<file path="src/rtl/fifo_fwd_n.sv">
// fifo_fwd_n: first-word fall-through FIFO with optional zero-latency bypass
// when empty. Occupancy, full and almost-full flags are decoded from the
// registered count only, so a same-cycle pop never frees space for a push.
module fifo_fwd_n #(
  parameter int DATA_WIDTH = 32,
  parameter int DEPTH      = 4,
  parameter int AF_THRESH  = 3,
  parameter int BYPASS     = 1
) (
  input  logic                         clk,
  input  logic                         reset,
  output logic                         if_full_n,
  input  logic                         if_write_ce,
  input  logic                         if_write,
  input  logic [DATA_WIDTH-1:0]        if_din,
  output logic                         if_empty_n,
  input  logic                         if_read_ce,
  input  logic                         if_read,
  output logic [DATA_WIDTH-1:0]        if_dout,
  output logic                         if_almost_full,
  output logic [$clog2(DEPTH+1)-1:0]   if_count
);

  localparam int CW = $clog2(DEPTH + 1);
  localparam int PW = (DEPTH > 1) ? $clog2(DEPTH) : 1;

  localparam logic [CW-1:0] DEPTH_C  = CW'(DEPTH);
  localparam logic [CW-1:0] AF_C     = CW'(AF_THRESH);
  localparam logic [PW-1:0] PTR_LAST = PW'(DEPTH - 1);

  logic [DATA_WIDTH-1:0] mem [DEPTH];
  logic [PW-1:0]         wptr;
  logic [PW-1:0]         rptr;
  logic [CW-1:0]         count;

  logic wr_req;
  logic rd_req;
  logic wr;
  logic rd;
  logic is_empty;
  logic pass_thru;

  // Pointer increment that wraps explicitly, so non-power-of-two depths work.
  function automatic logic [PW-1:0] ptr_inc(input logic [PW-1:0] p);
    return (p == PTR_LAST) ? '0 : p + PW'(1);
  endfunction

  assign wr_req   = if_write && if_write_ce;
  assign rd_req   = if_read && if_read_ce;
  assign is_empty = (count == '0);

  assign if_full_n      = (count < DEPTH_C);
  assign if_almost_full = (count >= AF_C);
  assign if_count       = count;

  // Head-of-queue view: stored head when occupied, otherwise the bypassed
  // write data (BYPASS=1) or nothing valid (BYPASS=0).
  always_comb begin
    if_empty_n = 1'b0;
    if_dout    = mem[rptr];
    if (!is_empty) begin
      if_empty_n = 1'b1;
    end else if (BYPASS != 0) begin
      if_empty_n = wr_req;
      if_dout    = if_din;
    end
  end

  assign wr = wr_req && if_full_n;
  assign rd = rd_req && if_empty_n;

  // An empty FIFO that is written and read in the same cycle hands the word
  // straight through; nothing is stored.
  assign pass_thru = (BYPASS != 0) && is_empty && wr && rd;

  // Pointer and occupancy state; cleared asynchronously, storage is not.
  always_ff @(posedge clk or negedge reset) begin
    if (!reset) begin
      wptr  <= '0;
      rptr  <= '0;
      count <= '0;
    end else if (!pass_thru) begin
      if (wr) wptr <= ptr_inc(wptr);
      if (rd) rptr <= ptr_inc(rptr);
      case ({wr, rd})
        2'b10:   count <= count + CW'(1);
        2'b01:   count <= count - CW'(1);
        default: count <= count;
      endcase
    end
  end

  // Storage array write; left unreset so it maps to plain RAM/flops.
  always_ff @(posedge clk) begin
    if (wr && !pass_thru) mem[wptr] <= if_din;
  end

endmodule

</file>
<file path="config.mk">
export PLATFORM = sky130hd
export DESIGN_NAME = fifo_fwd_n
export DESIGN_NICKNAME = d
export VERILOG_FILES = /design/src/rtl/fifo_fwd_n.sv
export SDC_FILE = /design/constraint.sdc
export NUM_CORES = 1
export LEC_CHECK = 0
export CAP_MARGIN = 30
export CORE_MARGIN = 8
export CORE_UTILIZATION = 25
export DETAILED_ROUTE_END_ITERATION = 8
export PLACE_DENSITY = 0.41
export SLEW_MARGIN = 20
export SYNTH_ARGS = -nofsm -noshare
export SYNTH_HDL_FRONTEND = slang
export SYNTH_SLANG_ARGS = --single-unit
</file>
<file path="constraint.sdc">
create_clock -name clk -period 3.5 [get_ports clk]
set_input_delay 0.7 -clock clk [delete_from_list [all_inputs] [get_ports clk]]
set_output_delay 0.7 -clock clk [all_outputs]
set_load 0.01 [all_outputs]
</file>
==> results_dict.tcl, run 1 <==
set metrics [dict create \
    post_drt_wl_per_cell_microns 18.86 \
    reg2reg_depth 8 \
    ff2ff_setup_slack_ns 1.35 \
    max_slew_margin_pct 67.40 \
    path_clk_slew_ns 0.06 \
    cts_max_level 4 \
    grt_pass1_vias 3108 \
    p_sw_share_pct 29.05 \
    pwr-share-comb_pct 36.1 \
    core_area_sq_mm 0.02169 \
    power.internal_mw 4.101 \
    synth_cell_type_count 26 \
    dp.final_hpwl_mm 7.710 \
    r2r-start "if_count[2]" \
    rsz0062_at_grt "false" \
    required_ns 2.80 \
    area_delta_synth_final_pct 31.82 \
    skew_ns 0.008740 \
    fin_setup_tns_ns 0 \
    fin_crit_ns 3.325 \
    hold_violations 0 \
    yosysTopAreaCellShare_pct 70.07 \
    area.sequential_sq_mm 0.004024 \
    multi_input_area_sq_mm 0.001368 \
    die_h_microns 164.1 \
    critPathKind "flip-flop to output port" \
    drtPass1Iterations 4 \
    gp_congestion 0.7261 \
    start_kind "flip-flop" \
    worstMarginPinSlew_ns 0.4853 \
    grt_max_degree 28 \
    switchingPower_mw 1.680 \
    powerDensity_mw_per_mm2 799.5 \
    final_nets 394 \
    overflow 0 \
    drt_wl_total_mm 12.11 \
    final_layout_size_suffix_gt1_share_pct 32.87 \
    cts.sinks 135 \
    postCtsHoldBufs 0 \
    vias_per_cell 4.288 \
    cts_root_buf "clkbuf_16" \
    rows 54 \
    track_usage_pct 9.493 \
    io_pins 76 \
    clockBufferDepth 2 \
    critPathCaptureType "output port" \
    antenna_cells 0 \
    fillers 2069 \
    yosys.area.top_type "edfxtp_1" \
    p_leak_nw 2.369 \
    hold_class "input pin to asynchronous set/reset pin" \
    ant_nets 0 \
    outcome "completed" \
    p_clk_share_pct 27.5 \
    critPathMaxFanout 27 \
    start_util_pct 25.29 \
    postSynthAreaPerCell_sq_um 21.68 \
    finalMaxSlewViolations 0 \
    netlist_area_sq_mm 0.005485 \
    ys_ff_latch 135 \
    yosysWarnings 0 \
    maxCapViolations 0 \
    num_vias 2753 \
    peakVddDrop_uv 429.9 \
    seq_power_share_pct 36.3 \
    final_cell_area_sq_mm 0.007231 \
    grt_pass1_wl_mm 18.79 \
    antenna_found_initial 2 \
    drc_errors 0 \
    die_w_microns 164.1 \
    cts_tree "done" \
    rr_endpoint "if_count[2]" \
    min_period_over_period_pct 95.01 \
    synth_cells 253 \
    cts_made_buffers 17 \
    arrival_ns 2.63 \
    place_area_sq_mm 0.006696 \
    max_freq_mhz 300.7 \
    drt_iter0_markers 150 \
    die_area_sq_mm 0.02694 \
    ys_top_cells_by_area "edfxtp_1 70%, mux4_2 13%, mux2_2 7.2%" \
    yosysSeqAreaShare_pct 73.27 \
    synth_nets 298 \
    finalSetupViolCount 0 \
    port_buffers 75 \
    clkLatencyLatePin_ns 0.41 \
]
[cells in the final DEF, fill, tap and decap left out]
cell type	n
clkbuf_1	1
o31a_1	1
nand3_1	2
nor4_1	1
dfrtp_2	1
inv_1	7
nand2_1	3
clkinvlp_4	4
clkinv_2	4
or3_2	1
clkdlybuf4s50_1	75
nor2_1	1
or3_1	1
edfxtp_1	128
mux2_2	35
clkinv_4	2
dfrtp_1	5
inv_6	4
clkbuf_16	17
and2_2	4
o21ai_0	3
nor3_1	2
a21o_1	1
mux4_2	32
a21oi_1	1
ha_1	6
buf_4	8
dfrtp_4	1
fa_1	1
mux2i_1	1
a311oi_1	1
xnor2_1	1
buf_12	6
xor2_1	1
[critical path, cell delays in order, from the launching register on]
cell and delay, ns:
dfrtp_1 0.45, or3_2 0.66, buf_12 0.25, mux2_2 0.29, clkdlybuf4s50_1 0.55
[sequential cells by signal, summed over array words and instances (netlist names)]
register / cells
wptr: 2
if_count: 3
mem: 128
rptr: 2
[cell usage after synthesis]
| master | number |
|---|---|
| edfxtp_1 | 128 |
| mux2_2 | 35 |
| mux4_2 | 32 |
| dfrtp_1 | 7 |
| inv_1 | 7 |
| buf_2 | 6 |
| ha_1 | 6 |
| and2_1 | 4 |
| buf_6 | 3 |
| nand2_1 | 3 |
| o21ai_0 | 3 |
| clkbuf_1 | 2 |
| nand3_1 | 2 |
| nor3_1 | 2 |
| or3_1 | 2 |
| a21o_1 | 1 |
| a21oi_1 | 1 |
| a311oi_1 | 1 |
| buf_4 | 1 |
| fa_1 | 1 |
| mux2i_1 | 1 |
| nor2_1 | 1 |
| nor4_1 | 1 |
| o31a_1 | 1 |
| xnor2_1 | 1 |
| xor2_1 | 1 |
[per-stage QoR]
stage	total power, mW	cells	worst slack [ns]	hold slack, ns	util, %
after floorplan	3.266	253	0.9564	0.4044	-
after global placement	4.291	610	0.5433	0.5579	30.88
after detailed placement	4.282	610	0.5363	0.5834	30.88
after CTS	5.910	642	0.05533	0.5540	33.33
after global routing	6.105	642	0.05181	0.5775	33.34
final	5.781	642	0.1747	0.5708	33.34
[kinds of logic after synthesis]
family          share of synthesized area, %
simple gates                           1.437
fa+ha+maj                              1.734
xor+xnor                              0.3194
buf+inv                                1.916
mux                                    20.51
compound gates                        0.8211
flops                                  73.27
[power groups by stage]
stage / sequential (mW) / combinational [mW] / clock [mW]
detailed placement: 2.14 / 2.14 / 0
finish: 2.10 / 2.09 / 1.59
global placement: 2.14 / 2.15 / 0
global route: 2.13 / 2.27 / 1.70
floorplan: 2.04 / 1.23 / 0
CTS: 2.11 / 2.16 / 1.64
[worst max path at each step]
stage,to,cells past startpoint,slack [ns],from
floorplan,mem[3][0],3,0.96,if_write
global placement,if_dout[16],4,0.54,rptr[0]
detailed placement,if_dout[27],4,0.54,rptr[0]
CTS,if_dout[27],4,0.06,rptr[0]
global route,if_dout[17],4,0.05,if_count[2]
finish,if_dout[17],4,0.17,if_count[2]
[timing repair]
action,in CTS,in global routing
setup endpoints to repair,0,1
endpoints found under the hold margin,0,0
resized for setup,0,1
setup buffers,0,0
[per-layer routing]
metal / track usage [%] / wire length, microns
met1: 12.18 / 5633
met2: 14.29 / 5595
met3: 3.684 / 710
met4: 3.471 / 148
met5: 0 / 23
[cell type report]
type                            count  area share, %
Multi-Input combinational cell     99          18.91
Clock inverter                     14          1.419
Sequential cell                   135          55.65
Inverter                            7         0.3634
Clock buffer                       18          5.935
Tap cell                          280          4.845
Timing Repair Buffer               89          12.87
Note: power is estimated with default switching activity, not from simulation.
==> run 2, diff against run 1 <==
Settings changed: CORE_MARGIN 8 to 4.
==> run 2 against run 1 <==
Hold slack got worse by 0.0083 ns; combinational power about the same; flip-flop and latch count stayed put; non-clock buffer count shrank 1; sequential power decreased by 2%; global-route usage grew 0.64 points; setup slack improved by 0.091 ns; clock power up 8%; critical endpoint is now if_dout[1]; largest power group is now combinational logic.
==> results_dict.tcl, run 2 (synthesis results as in run 1) <==
set metrics [dict create \
    outcome "completed" \
    crit_buf_inv 2 \
    max_freq_mhz 309.2 \
    final_cell_area_sq_mm 0.007243 \
    rows 53 \
    overflow 0 \
    min_period_over_period_pct 92.40 \
    fillers 2004 \
    final_cell_mix "128 x edfxtp_1, 75 x clkdlybuf4s50_1, 35 x mux2_2" \
    final_nets 393 \
    post-place-ws_ns 0.6451 \
    fin_util_pct 34.03 \
    hold_class "input pin to asynchronous set/reset pin" \
    ant_nets 0 \
    post_drt_wl_per_cell_microns 18.20 \
    die_w_microns 156.1 \
    area_delta_synth_final_pct 32.05 \
    start_kind "flip-flop" \
    critPathMaxFanout 21 \
    fin_setup_tns_ns 0 \
    peakVddDrop_uv 369.6 \
    cts_setup_buffers 0 \
    cts_root_buf "clkbuf_16" \
    maxCapViolations 0 \
    dp_cells 604 \
    path_clk_slew_ns 0.06 \
    antenna_cells 0 \
    regMostFlops "mem" \
    place_area_sq_mm 0.006670 \
    total_power_mw 5.862 \
    hold_ws_ns 0.5624 \
    fin_crit_ns 3.234 \
    hold_violations 0 \
    vias_per_cell 4.292 \
    powerDensity_mw_per_mm2 809.3 \
    arrival_ns 2.53 \
    layout_commonest_cell "edfxtp_1" \
    skew_ns 0.004649 \
    ff2ff_setup_slack_ns 1.36 \
    rsz0062_at_grt "false" \
    worstSetupStartpoint "rptr[0]" \
    grt_max_degree 36 \
    cts_resized 0 \
    worstMarginPinSlew_ns 0.5408 \
    start_util_pct 25.77 \
    core_area_sq_mm 0.02129 \
    p_leak_nw 2.377 \
    reg2reg_depth 8 \
    instances_no_fill 636 \
    drt_wl_total_mm 11.57 \
    drt_iter0_markers 111 \
    largest_register_ffs 128 \
    critPathKind "flip-flop to output port" \
    track_usage_pct 10.14 \
    antenna_found_initial 0 \
    slowest_stage "mux4_2" \
    num_vias 2730 \
    max_slew_margin_pct 63.94 \
    cts.sinks 135 \
    die_h_microns 156.1 \
    drc_errors 0 \
    cts_made_buffers 17 \
    clkLatencyLatePin_ns 0.41 \
    finalSetupViolCount 0 \
    required_ns 2.80 \
    grt_pass1_wl_mm 18.47 \
    cts_tree "done" \
    r2r-start "if_count[2]" \
    drtPass1Iterations 4 \
    rr_endpoint "if_count[2]" \
    final_layout_size_suffix_gt1_share_pct 32.69 \
    dp.final_hpwl_mm 7.178 \
    fin_ws_ns 0.2661 \
    path_cells "buf_12 > mux4_2 > mux2_2 > clkdlybuf4s50_1" \
    port_buffers 75 \
    clockBufferDepth 2 \
    io_pins 76 \
    die_area_sq_mm 0.02438 \
    critPathCaptureType "output port" \
    gp_congestion 0.6519 \
    slowest_delay_ns 0.54 \
    finalMaxSlewViolations 0 \
    grt_pass1_vias 3139 \
    cts_max_level 4 \
    postCtsHoldBufs 0 \
    path_delay_family "multiplexers" \
]
[run 2: area by class of cell]
class,count,area (sq um),share of cell area [%]
Timing Repair Buffer,88,910.9,12.58
Multi-Input combinational cell,99,1368,18.88
Clock inverter,14,143.9,1.987
Tap cell,275,344.1,4.750
Clock buffer,18,429.2,5.925
Sequential cell,135,4021,55.52
Inverter,7,26.28,0.3628
[run 2: report_power, final]
part           switching, mW  total (mW)  internal, mW  leakage, nW
Sequential             0.108        2.05          1.95         1.24
Combinational          0.867        2.10          1.23        0.865
Clock                  0.712        1.71         0.998        0.273
[run 2: worst max path at each step]
stage,endpoint,slack [ns],depth (start not counted)
final,if_dout[1],0.27,4
after global routing,if_dout[1],0.11,4
after CTS,if_dout[1],0.18,4
after detailed placement,if_dout[1],0.65,4
after global placement,if_dout[1],0.65,4
after floorplan,mem[3][0],0.96,3
[run 2: layer usage]
metal	track usage, %	routed length, microns	vias up
met1	12.75	5101	1407
met2	16.53	5715	69
li1	-	-	1242
met4	3.471	131	0
met5	0	0	-
met3	3.329	625	12
==> run 3, diff against run 2 <==
Settings changed: CORE_MARGIN 4 to default.
==> run 3 against run 2 <==
Highest routed layer unchanged; critical path depth stayed put; flip-flop and latch count stayed put; critical endpoint is now if_dout[23]; sequential share of layout area is 1.2 points lower; clock power is 13% higher; die area is 7.5% lower; hold slack better by 0.0066 ns; cell count is 0.63% higher; largest power group unchanged; combinational power is 2% higher; wire length is 2.9% lower.
==> results_dict.tcl, run 3 (synthesis results as in run 1) <==
set metrics [dict create \
    reg2reg_depth 8 \
    gp_congestion 0.6662 \
    finalMaxSlewViolations 0 \
    antenna_cells 0 \
    die_h_microns 150.1 \
    slowest_delay_ns 0.67 \
    critPathKind "flip-flop to output port" \
    cts_resized 0 \
    cts_max_level 4 \
    drt_wl_total_mm 11.24 \
    path_clk_slew_ns 0.06 \
    cts_setup_buffers 0 \
    slowest_stage "dfrtp_2" \
    die_area_sq_mm 0.02254 \
    critPathMaxFanout 12 \
    clkLatencyLatePin_ns 0.41 \
    max_freq_mhz 302.5 \
    final_cell_mix "128 x edfxtp_1, 75 x clkdlybuf4s50_1, 35 x mux2_2" \
    overflow 0 \
    finalSetupViolCount 0 \
    io_pins 76 \
    largest_register_ffs 128 \
    fin_crit_ns 3.306 \
    dp.final_hpwl_mm 7.198 \
    track_usage_pct 10.87 \
    dr_wl_met3_microns 549 \
    clockBufferDepth 2 \
    rr_endpoint "if_count[2]" \
    crit_path_end "if_dout[23]" \
    critPathCaptureType "output port" \
    ant_nets 0 \
    port_buffers 75 \
    wl_met1_mm 5.224 \
    fin_setup_tns_ns 0 \
    start_kind "flip-flop" \
    cts_tree "done" \
    arrival_ns 2.61 \
    postCtsHoldBufs 0 \
    required_ns 2.80 \
    vias_per_cell 4.308 \
    start_util_pct 25.77 \
    core_area_sq_mm 0.02129 \
    drc_errors 0 \
    p_leak_nw 2.451 \
    antenna_found_initial 0 \
    drtPass1Iterations 4 \
    dr.max_layer_used "met4" \
    area_delta_synth_final_pct 34.97 \
    num_vias 2757 \
    final_nets 397 \
    post_drt_wl_per_cell_microns 17.57 \
    grt_max_degree 36 \
    outcome "completed" \
    total_power_mw 6.126 \
    cts.sinks 135 \
    layout_commonest_cell "edfxtp_1" \
    grt_pass1_vias 3072 \
    path_cells "buf_4 > mux4_2 > mux2_2 > clkdlybuf4s50_1" \
    r2r-start "if_count[2]" \
    final_layout_size_suffix_gt1_share_pct 33.70 \
    min_period_over_period_pct 94.46 \
    skew_ns 0.007448 \
    rows 53 \
    powerDensity_mw_per_mm2 827.5 \
    cts_root_buf "clkbuf_16" \
    rsz0062_at_grt "false" \
    die_w_microns 150.1 \
    route.met2.wl_mm 5.290 \
    maxCapViolations 0 \
    regMostFlops "mem" \
    cts_made_buffers 17 \
    max_slew_margin_pct 61.78 \
    worstSetupStartpoint "rptr[0]" \
    hold_class "input pin to asynchronous set/reset pin" \
    peakVddDrop_uv 374.1 \
    drt_iter0_markers 130 \
    hold_violations 0 \
    grt_pass1_wl_mm 17.33 \
    ff2ff_setup_slack_ns 1.33 \
    worstMarginPinSlew_ns 0.5732 \
]
run 3: how the worst min path moves through the flow:
stage	startpoint	endpoint	slack (ns)	depth (start not counted)
floorplan	reset	if_count[0]	0.40	0
global placement	wptr[1]	wptr[1]	0.56	1
detailed placement	wptr[1]	wptr[1]	0.57	1
CTS	reset	if_count[1]	0.55	1
global route	reset	if_count[1]	0.57	1
finish	reset	if_count[1]	0.57	1
run 3: power by group:
part | internal, mW | switching [mW] | total [mW]
clock | 1.27 | 0.665 | 1.93
sequential | 1.95 | 0.108 | 2.06
combinational | 1.27 | 0.873 | 2.14
run 3: final cells by class:
type | count | area (sq um)
well taps | 275 | 344.1
clock buffers | 17 | 425.4
clock inverters | 15 | 227.7
flip-flops and latches | 135 | 4021
repair buffers | 92 | 991.0
fillers | 1984 | 13880
multi-input cells | 99 | 1368
inverters | 7 | 26.28
run 3: metal layers:
layer  global-route usage, %  up-vias
met4                   4.394        0
met5                       0        -
met3                   3.606       19
li1                        -     1244
met2                   16.94       68
met1                   13.90     1426
run 3: metrics by stage:
stage               hold slack (ns)  utilization, %  setup WS (ns)  std cells  instance area, sq um
global route                 0.5695           34.78        0.05161        640                  7403
finish                       0.5690           34.78         0.1938        640                  7403
global placement             0.5601           31.71         0.5803        608                  6750
CTS                          0.5539           34.78         0.1256        640                  7403
detailed placement           0.5657           31.71         0.5930        608                  6750
floorplan                    0.4044               -         0.9564        253                  5485
run 3: worst max-delay path, delay by kind of cell, from the launching register on:
family | cells | cell delay [ns]
mux | 2 | 0.78
buf+inv | 2 | 0.74
flops | 1 | 0.67
